<file path="config.mk">
export PLATFORM = sky130hd
export DESIGN_NAME = usr_shift_ctrl
export DESIGN_NICKNAME = d
export VERILOG_FILES = /design/src/rtl/usr_shift_ctrl.sv
export SDC_FILE = /design/constraint.sdc
export NUM_CORES = 1
export LEC_CHECK = 0
export ABC_AREA = 1
export CORE_MARGIN = 2
export CORE_UTILIZATION = 40
export DETAILED_ROUTE_END_ITERATION = 10
export PLACE_DENSITY = 0.74
export SLEW_MARGIN = 15
export SYNTH_ARGS = -nofsm -noshare
export SYNTH_HDL_FRONTEND = slang
export SYNTH_SLANG_ARGS = --single-unit
</file>
<file path="constraint.sdc">
create_clock -name clk -period 1.8 [get_ports clk]
set_input_delay 0.36 -clock clk [delete_from_list [all_inputs] [get_ports clk]]
set_output_delay 0.36 -clock clk [all_outputs]
set_load 0.005 [all_outputs]
</file>
<file path="src/rtl/usr_shift_ctrl.sv">
// ---------------------------------------------------------------------------
// usr_shift_ctrl
// Command sequencer for the 8-bit universal shift register. Accepts load,
// shift-right-N, shift-left-N and snapshot commands on a valid/ready port,
// drives the register's mode/serial/parallel pins cycle by cycle, streams the
// bits leaving the register on sout, and returns the final register word on
// a response handshake.
//
// Ports
//   clk, clr                   clock, synchronous active-high reset
//   cmd_valid/cmd_ready        command handshake (ready only in IDLE)
//   cmd_op/cmd_data/cmd_count  00 load, 01 shift right, 10 shift left,
//                              11 snapshot; load word; shift count
//   sin                        serial bit shifted in on each shift cycle
//   sout/sout_valid            bit leaving the register this cycle
//   rsp_valid/rsp_ready        response handshake, rsp_data = register word
//   busy                       controller not in IDLE
//   usr_clr_n, usr_s1, usr_s0, usr_pn, usr_dsr, usr_dsl, usr_p
//                              shift register control/data pins
//   usr_q                      shift register output word
// ---------------------------------------------------------------------------
module usr_shift_ctrl #(
  parameter int WIDTH = 8,
  parameter int CNT_W = 4
) (
  input  logic             clk,
  input  logic             clr,
  input  logic             cmd_valid,
  output logic             cmd_ready,
  input  logic [1:0]       cmd_op,
  input  logic [WIDTH-1:0] cmd_data,
  input  logic [CNT_W-1:0] cmd_count,
  input  logic             sin,
  output logic             sout,
  output logic             sout_valid,
  output logic             rsp_valid,
  input  logic             rsp_ready,
  output logic [WIDTH-1:0] rsp_data,
  output logic             busy,
  output logic             usr_clr_n,
  output logic             usr_s1,
  output logic             usr_s0,
  output logic             usr_pn,
  output logic             usr_dsr,
  output logic             usr_dsl,
  output logic [WIDTH-1:0] usr_p,
  input  logic [WIDTH-1:0] usr_q
);

  typedef enum logic [2:0] {
    ST_IDLE  = 3'd0,
    ST_LOAD  = 3'd1,
    ST_SHIFT = 3'd2,
    ST_SNAP  = 3'd3,
    ST_DONE  = 3'd4
  } state_t;

  state_t           state_q, state_d;
  logic [CNT_W-1:0] cnt_q, cnt_d;
  logic             dir_left_q, dir_left_d;
  logic [WIDTH-1:0] data_q, data_d;
  logic [CNT_W-1:0] cnt_clamp_s;

  // Registered output controls, decoded from the next state so they line up
  // with the state they belong to.
  logic ready_q, ready_d;
  logic busy_q, busy_d;
  logic rsp_valid_q, rsp_valid_d;
  logic s1_q, s1_d;
  logic s0_q, s0_d;
  logic pn_q, pn_d;
  logic shr_q, shr_d;
  logic shl_q, shl_d;
  logic load_q, load_d;

  // Clamp the requested shift count to the register width.
  always_comb begin
    if (cmd_count > CNT_W'(WIDTH)) begin
      cnt_clamp_s = CNT_W'(WIDTH);
    end else begin
      cnt_clamp_s = cmd_count;
    end
  end

  // Next-state logic and output decode for the following cycle.
  always_comb begin
    state_d    = state_q;
    cnt_d      = cnt_q;
    dir_left_d = dir_left_q;
    data_d     = data_q;
    case (state_q)
      ST_IDLE: begin
        if (cmd_valid) begin
          data_d     = cmd_data;
          dir_left_d = (cmd_op == 2'b10);
          cnt_d      = cnt_clamp_s;
          case (cmd_op)
            2'b00:   state_d = ST_LOAD;
            2'b11:   state_d = ST_SNAP;
            default: state_d = (cnt_clamp_s == {CNT_W{1'b0}}) ? ST_DONE : ST_SHIFT;
          endcase
        end else begin
          state_d = ST_IDLE;
        end
      end
      ST_LOAD: state_d = ST_DONE;
      ST_SNAP: state_d = ST_DONE;
      ST_SHIFT: begin
        cnt_d = cnt_q - {{(CNT_W-1){1'b0}}, 1'b1};
        // <=1 rather than ==1 so a corrupted zero count cannot spin forever
        if (cnt_q <= {{(CNT_W-1){1'b0}}, 1'b1}) begin
          state_d = ST_DONE;
        end else begin
          state_d = ST_SHIFT;
        end
      end
      ST_DONE: begin
        if (rsp_ready) begin
          state_d = ST_IDLE;
        end else begin
          state_d = ST_DONE;
        end
      end
      default: state_d = ST_IDLE;
    endcase

    ready_d     = (state_d == ST_IDLE);
    busy_d      = (state_d != ST_IDLE);
    rsp_valid_d = (state_d == ST_DONE);
    pn_d        = (state_d == ST_SNAP);
    load_d      = (state_d == ST_LOAD);
    shr_d       = (state_d == ST_SHIFT) && !dir_left_d;
    shl_d       = (state_d == ST_SHIFT) && dir_left_d;
    case (state_d)
      ST_LOAD:  begin s1_d = 1'b0; s0_d = 1'b0; end
      ST_SHIFT: begin s1_d = dir_left_d; s0_d = !dir_left_d; end
      default:  begin s1_d = 1'b1; s0_d = 1'b1; end
    endcase
  end

  // State, captured command and registered control outputs.
  always_ff @(posedge clk) begin
    if (clr) begin
      state_q     <= ST_IDLE;
      cnt_q       <= {CNT_W{1'b0}};
      dir_left_q  <= 1'b0;
      data_q      <= {WIDTH{1'b0}};
      ready_q     <= 1'b1;
      busy_q      <= 1'b0;
      rsp_valid_q <= 1'b0;
      s1_q        <= 1'b1;
      s0_q        <= 1'b1;
      pn_q        <= 1'b0;
      shr_q       <= 1'b0;
      shl_q       <= 1'b0;
      load_q      <= 1'b0;
    end else begin
      state_q     <= state_d;
      cnt_q       <= cnt_d;
      dir_left_q  <= dir_left_d;
      data_q      <= data_d;
      ready_q     <= ready_d;
      busy_q      <= busy_d;
      rsp_valid_q <= rsp_valid_d;
      s1_q        <= s1_d;
      s0_q        <= s0_d;
      pn_q        <= pn_d;
      shr_q       <= shr_d;
      shl_q       <= shl_d;
      load_q      <= load_d;
    end
  end

  assign cmd_ready  = ready_q;
  assign busy       = busy_q;
  assign rsp_valid  = rsp_valid_q;
  assign usr_s1     = s1_q;
  assign usr_s0     = s0_q;
  assign usr_pn     = pn_q;

  // The register clears on the same edge the controller resets.
  assign usr_clr_n  = ~clr;

  // The register shifts from P, so P must follow q except while loading.
  assign usr_p      = load_q ? data_q : usr_q;
  assign rsp_data   = usr_q;

  assign usr_dsr    = shr_q & sin;
  assign usr_dsl    = shl_q & sin;
  assign sout_valid = shr_q | shl_q;
  assign sout       = (shr_q & usr_q[0]) | (shl_q & usr_q[WIDTH-1]);

endmodule

</file>
### Word level (Yosys, flattened, before mapping)

Index checks and enable logic that the tools add are counted.
W data, S select, Z words.

* input port bits: 27
* bits in registers: 25
* word-level logic and storage cells: 60

* order comparisons: 2
* add/sub/neg operators: 1
* muxes and demuxes: 14
* eq/ne operators: 11
* reductions and logical operators: 12
* bitwise operators: 7

Operator list (count)
* $eq A3 B2 Y1 const B: 4
* $mux W3: 4
* $pmux W3 S4: 1
* $mux W4: 2
* $mux W8: 1
* $pmux W4 S2: 1
* $eq A3 B1 Y1 const B: 2
* $eq A3 B3 Y1 const B: 2
* $logic_not A3 Y1: 2
* $pmux W3 S2: 1
* $and A1 B1 Y1: 4
* $eq A2 B2 Y1 const B: 2
* $gt A4 B4 Y1 const B: 1
* $le A4 B1 Y1 const B: 1
* $logic_not A4 Y1: 1
* $pmux W1 S2: 2
* $reduce_and A2 Y1: 2
* $sub A4 B1 Y4 const B: 1
* $reduce_bool A3 Y1: 1
* $logic_and A1 B1 Y1: 2
* $logic_not A2 Y1: 1
* $mux W1: 2
* $ne A2 B2 Y1 const B: 1
* $or A1 B1 Y1: 2
* 4 further kinds: 4

### Depth between registers and ports, before layout

Gate-level depths: netlist (run 1).

* word-level depth: 9
* depth in mapped cells: 9

### Least setup slack after synthesis (run 1)

OpenSTA, ideal clock, no wires.

* path type: input to register
* start: input cmd_op[0]
* end: register s0_q, in the netlist usr_s0
* path slack: 0.412 ns
* setup time: 0.120 ns
* path buffers: 0
* stages on the path: 8
* arrival: 1.268 ns
* cells stage by stage: inv_1 ha_1 inv_1 or2_1 nand3_4 nand3_1 nand2_2 nand3_1

* longest elaborated chain between the ends: 6
* elaborated cells between the ends (all ways): 12
* those cells by class: eq/ne: 4; mux: 6; reduce/logical: 2

Ends and longest elaborated chain
* from (decl): line 30 `input logic [1:0] cmd_op,`
* $eq A2 B2 Y1 / $logic_not A2 Y1 (equally long branches): line 97 `case (cmd_op)`
* $pmux W3 S2: line 97
* $mux W3: line 93 `if (cmd_valid) begin`
* $pmux W3 S4: line 91 `case (state_q)`
* $eq A3 B2 Y1 / $eq A3 B1 Y1 (equally long branches): line 134 `case (state_d)`
* $pmux W1 S2 *: line 134
* to (signal assigned): line 152 `s0_q <= 1'b1;`
* to (signal assigned): line 166 `s0_q <= s0_d;`
* to (decl): line 70 `logic s0_q, s0_d;`

Every way passes the cells marked *; elsewhere a longest branch is shown, timed or not.
A chain may end at the register's enable or synchronous reset.

### Final worst setup path (run 1)

* start: input clr
* end: output usr_clr_n

* longest elaborated chain between the ends: 1

Ends and longest elaborated chain
* from (decl): line 27 `input logic clr,`
* $not A1 Y1: line 182 `assign usr_clr_n = ~clr;`
* to (decl): line 40 `output logic usr_clr_n,`

No other way between the ends.

==> results.cfg, run 1 <==
[run_status]
outcome = completed

[worst_setup_path]
endpoint_kind = output pin
cp.required_ns = 1.44
critPathKind = in -> out
crit_arrival_ns = 1.36
startpoint_type = input port
path_max_fanout = 2
rr_worst_depth = 8

[detailed_routing]
vias = 1229
drt_iter0_drc = 40
route.detailed.drc = 0
vias_per_cell = 4.44
wire_per_inst_um = 10.0
ant_nets = 0
routed_wl_mm = 2.78
first_pass_iters = 4

[clock_tree]
cts_tree = done
numCtsBuffers = 3
cts_htree_levels = 1
clock_path_buffers = 2
clock-sinks = 25
clk_pin_slew_ns = 0.12
clkLatencyLatePin_ns = 0.31
clock-root-buffer = clkbuf_4
hold_buffers = 0
cts_setup_buffers = 0

[power]
total_power_uw = 1430
power.internal_uw = 979
clkPwrFrac = 0.170
leakagePower_uw = 0.000934
pwr-share-seq = 0.462
irDropWorstVdd_mv = 0.332
p_switching_uw = 455
swShare = 0.317
comb_power_share = 0.368
powerDensity_nw_per_um2 = 738

[cells_and_area]
largest_register = data_q
area_growth_pct = 40.5
top_regs = data_q (8), cnt_q (4), state_q (3)
multi_input_comb_area_sq_um = 664
fill_cells = 332
diodes = 0
drive_gt1_frac = 0.195
layout.nets = 263
largest_register_ffs = 8
seq_area_sq_um = 504

[min_path]
hold_class = reg -> reg
min_path_cells = 2

[die]
pin_count = 54
die_x_um = 62.8
rows = 21
die_area_sq_um = 3940
start_util = 0.414
die_h_um = 62.8
coreArea_sq_um = 3340

[yosys]
synth.area.top_cells = dfxtp_1 (36%), nor2_1 (8.1%), inv_1 (6.2%)
yosysTopAreaCell = dfxtp_1
postSynthAreaPerCell_sq_um = 7.68
yosysSeqAreaShare = 0.362
async_flop_share = 0
syn_area_sq_um = 1380
ys_ff_latch = 25
synth_ff_type = dfxtp_1
yosysWarningCount = 0
synth-edff-count = 0
syn_inst = 180
synth_top_cell_area_share = 0.362
yosys.cell_types.count = 31
synth_fp_nets = 211

[timing]
slew_violations = 0
min_period_ns = 1.72
worst-slew-pin-transition_ns = 0.194
finalCritPeriodShare = 0.954
max_freq_mhz = 582
rsz0062_at_grt = false
max-slew-margin-rel = 0.870
finalSetupViolCount = 0
final.setup.worst_slack_ns = 0.0831
fin_hold_ws_ns = 0.521
hold_violations = 0
skew_ns = 0.00828

[global_routing]
grt_pass1_wl_mm = 4.96
grt_busiest_layer = met2
use_met3 = 0.0378
use_met1 = 0.191
grt_start_max_net_pins = 14
grt_util_met2 = 0.262
antenna_found_initial = 0
grt_pass1_vias = 1164
gr-total-overflow = 0
grtUsageTotal = 0.154

[placed_design]
hpwl_mm = 2.24
gp_congestion = 0.779
portBuffers = 53
place_ws_ns = -0.145

[job]
max-cap-violations = 0
## cell usage after synthesis (3+ instances only)
library cell,instances
inv_1,23
buf_4,8
dfxtp_1,25
buf_6,3
nand3_1,11
nand3_2,4
o21ai_0,9
nand2_1,17
o21ai_1,5
nor2_2,3
inv_2,6
mux2_2,6
a21oi_1,4
nand2_2,7
ha_1,4
nor2_1,30
## critical path: stages
cell and delay (ns):
clkdlybuf4s50_1 0.43, inv_1 0.08, clkdlybuf4s50_1 0.49
## cells in the final DEF (no fill, tap or decap), drive strengths merged, types with 2 or more instances in the layout
| cell type | netlist | layout |
|---|---|---|
| clkdlybuf4s50 | 0 | 41 |
| nor2 | 35 | 35 |
| inv | 30 | 30 |
| dfxtp | 25 | 25 |
| nand2 | 25 | 25 |
| nand3 | 16 | 16 |
| o21ai | 15 | 15 |
| dlygate4sd2 | 0 | 10 |
| buf | 12 | 7 |
| mux2 | 6 | 6 |
| a21oi | 4 | 4 |
| ha | 4 | 4 |
| clkbuf | 1 | 4 |
| dlymetal6s2s | 0 | 2 |
| o211ai | 2 | 2 |
| nor3 | 2 | 2 |
## power groups by stage
stage | Clock (uW) | Combinational (uW) | Sequential, uW
floorplan | 0 | 341 | 668
global placement | 0 | 538 | 674
detailed placement | 0 | 545 | 675
global route | 284 | 594 | 672
CTS | 255 | 533 | 662
finish | 244 | 527 | 662
## timing repair
action,CTS,global route
endpoints found under the setup margin,10,2
hold endpoints to repair,0,0
gates resized for setup,12,2
## kinds of logic (layout without fill, tap and decap cells)
group / count (synthesis) / count (layout) / share of synthesized area
flops: 25 / 25 / 0.362
buf+inv: 43 / 94 / 0.157
fa+ha+maj: 4 / 4 / 0.0362
mux: 6 / 6 / 0.0489
simple gates: 80 / 80 / 0.305
compound gates: 22 / 22 / 0.0905
## final timing paths
path / start / to / slack [ns]
worst max-delay path: clr / usr_clr_n / 0.08
worst min-delay path: data_q[5]$_SDFFE_PP0P_ / data_q[5]$_SDFFE_PP0P_ / 0.52
worst max register to register: cnt_q[0]$_SDFFE_PP0P_ / busy$_SDFF_PP0_ / 0.42
worst min register to register: data_q[5]$_SDFFE_PP0P_ / data_q[5]$_SDFFE_PP0P_ / 0.52
## area by class of cell
class	count	share of cell area
clock buffers	4	0.0135
well taps	46	0.0296
multi-input cells	112	0.342
repair buffers	60	0.296
flip-flops and latches	25	0.259
inverters	30	0.0592
## metal layers
| layer | share of wire | vias to the layer above | routed length [um] |
|---|---|---|---|
| met5 | 0 | - | 0 |
| met4 | 0.0057 | 0 | 16 |
| met3 | 0.042 | 2 | 117 |
| met2 | 0.50 | 23 | 1390 |
| met1 | 0.45 | 546 | 1260 |
| li1 | - | 658 | - |
## metrics by stage
stage	util	cell area, sq um	std cells	setup TNS (ns)
3_5_place_dp	0.576	1920	273	-1.55
4_1_cts	0.581	1940	277	0
5_1_grt	0.582	1940	277	0
6_report	0.582	1940	277	0
2_1_floorplan	-	1380	180	0
3_3_place_gp	0.576	1920	273	-1.35
Power figures use the tool's default switching activity.
==> run 2, diff against run 1 <==
--- a/config.mk
+++ b/config.mk
@@ -6,10 +6,12 @@
 export NUM_CORES = 1
 export LEC_CHECK = 0
 export ABC_AREA = 1
+export CELL_PAD_IN_SITES_DETAIL_PLACEMENT = 0
+export CELL_PAD_IN_SITES_GLOBAL_PLACEMENT = 1
 export CORE_MARGIN = 2
-export CORE_UTILIZATION = 40
+export CORE_UTILIZATION = 30
 export DETAILED_ROUTE_END_ITERATION = 10
-export PLACE_DENSITY = 0.74
+export PLACE_DENSITY_LB_ADDON = 0.1
 export SLEW_MARGIN = 15
 export SYNTH_ARGS = -nofsm -noshare
 export SYNTH_HDL_FRONTEND = slang
==> run 2 against run 1 <==
  * Design area grew 4.4%
  * Clock skew down 0.0055 ns
  * Sequential power hardly changed
  * Die area increased by 31%
  * Critical path depth increased by 1
  * Total power rose by 8.1%
  * Clock power rose by 34%
  * Highest routed layer unchanged
==> results.cfg, run 2 (synthesis results as in run 1) <==
[run_status]
outcome = completed

[worst_setup_path]
endpoint_kind = output pin
path_max_fanout = 6
cp.required_ns = 1.44
crit_arrival_ns = 1.36
critPathKind = reg -> out
startpoint_type = flip-flop

[placed_design]
gp_congestion = 0.810
portBuffers = 53
hpwl_mm = 2.60

[detailed_routing]
drt_iter0_drc = 43
ant_nets = 0
first_pass_iters = 4
routed_wl_mm = 3.22
wire_per_inst_um = 11.2
vias_per_cell = 4.39
vias = 1259
route.detailed.drc = 0

[global_routing]
grt_start_max_net_pins = 15
grtUsageTotal = 0.138
antenna_found_initial = 0
grt_pass1_wl_mm = 5.62
gr-total-overflow = 0
grt_pass1_vias = 1256

[timing]
min_period_ns = 1.72
max-slew-margin-rel = 0.825
finalSetupViolCount = 0
fin_hold_ws_ns = 0.460
skew_ns = 0.00278
finalCritPeriodShare = 0.953
rsz0062_at_grt = false
max_freq_mhz = 583
setup_tns_ns = 0
hold_violations = 0
worst-slew-pin-transition_ns = 0.261
slew_violations = 0

[clock_tree]
numCtsBuffers = 3
cts_htree_levels = 1
clock-root-buffer = clkbuf_8
clock-sinks = 25
clk_pin_slew_ns = 0.09
clkLatencyLatePin_ns = 0.26
clock_path_buffers = 2
hold_buffers = 0
cts_tree = done

[cells_and_area]
multi_input_comb_area_sq_um = 684
largest_register = data_q
largest_register_ffs = 8
layout.nets = 267
top_regs = data_q (8), cnt_q (4), state_q (3)
final_cell_mix = clkdlybuf4s50_1 (41), nor2_1 (29), dfxtp_1 (24)
final_common_cell = clkdlybuf4s50_1
diodes = 0
area_growth_pct = 46.8
fill_cells = 458
seq_area_sq_um = 502
drive_gt1_frac = 0.230
postLayoutCoreUtil = 0.463

[job]
max-cap-violations = 0

[die]
die_h_um = 71.9
die_area_sq_um = 5170
rows = 24
pin_count = 54
start_util = 0.315
coreArea_sq_um = 4380
die_x_um = 71.9

[power]
powerDensity_nw_per_um2 = 763
total_power_uw = 1550
leakagePower_uw = 0.000972
irDropWorstVdd_mv = 0.436

[min_path]
hold_class = in -> reg
-- run 2: changes by cell type in the layout (fill, tap and decap cells not counted), sizes merged --
cell,previous run,this run
dlymetal6s2s,2,3
dlygate4sd2,10,6
clkinv,0,1
clkdlybuf4s15,0,3
clkbuf,4,3
buf,7,11
-- run 2: stage by stage --
stage               std cells  setup WS, ns  cell area [sq um]
floorplan                 180         0.412               1380
global placement          280        -0.141               1940
detailed placement        280        -0.177               1940
CTS                       287       0.00160               2000
global route              287        0.0260               2030
finish                    287        0.0842               2030
-- run 2: per-layer routing --
| layer | vias up | global-route usage | part of all wire | wire (um) |
|---|---|---|---|---|
| met5 | - | 0 | 0 | 0 |
| met4 | 0 | 0.0440 | 0.013 | 43 |
| met3 | 5 | 0.0338 | 0.057 | 183 |
| met2 | 34 | 0.216 | 0.45 | 1450 |
| met1 | 550 | 0.186 | 0.48 | 1540 |
| li1 | 670 | - | - | - |
-- run 2: repair_timing --
action / 4_1_cts / 5_1_grt
setup buffers: 3 / 0
pin swaps: 0 / 0
resized for setup: 11 / 10
endpoints found under the setup margin: 10 / 8
-- run 2: report_power, final --
part	leakage, uW	internal (uW)	switching, uW	total, uW
logic	0.000740	283	280	562
clock network	0.0000255	155	171	326
registers	0.000207	626	34.4	661
total	0.000972	1060	485	1550
-- run 2: critical path, cell delays in order (launching register included) --
cell and delay [ns]:
dfxtp_2 0.33, buf_6 0.12, buf_4 0.12, mux2_2 0.32, clkdlybuf4s15_1 0.20
-- run 2: area by class of cell --
| cell class | instances | share of cell area |
|---|---|---|
| flip-flops and latches | 25 | 0.247 |
| clock buffers | 3 | 0.0203 |
| well taps | 52 | 0.0321 |
| clock inverters | 1 | 0.00247 |
| repair buffers | 64 | 0.304 |
| multi-input cells | 112 | 0.337 |
| inverters | 30 | 0.0567 |
-- run 2: worst paths after layout --
kind                                               end  cells past startpoint  slack, ns              startpoint
worst max register to register       usr_s1$_SDFF_PP1_                      8       0.35   cnt_q[0]$_SDFFE_PP0P_
worst min register to register  data_q[3]$_SDFFE_PP0P_                      2       0.50  data_q[3]$_SDFFE_PP0P_
worst min-delay path            data_q[2]$_SDFFE_PP0P_                      4       0.46                     clr
worst max-delay path                          usr_p[1]                      4       0.08       load_q$_SDFF_PP0_
==> run 3, diff against run 2 <==
--- a/config.mk
+++ b/config.mk
@@ -10,6 +10,7 @@
 export CELL_PAD_IN_SITES_GLOBAL_PLACEMENT = 1
 export CORE_MARGIN = 2
 export CORE_UTILIZATION = 30
+export CTS_CLUSTER_DIAMETER = 120
 export DETAILED_ROUTE_END_ITERATION = 10
 export PLACE_DENSITY_LB_ADDON = 0.1
 export SLEW_MARGIN = 15
==> results of run 3 <==
The final DEF is identical to that of run 2; final timing and power are the same.
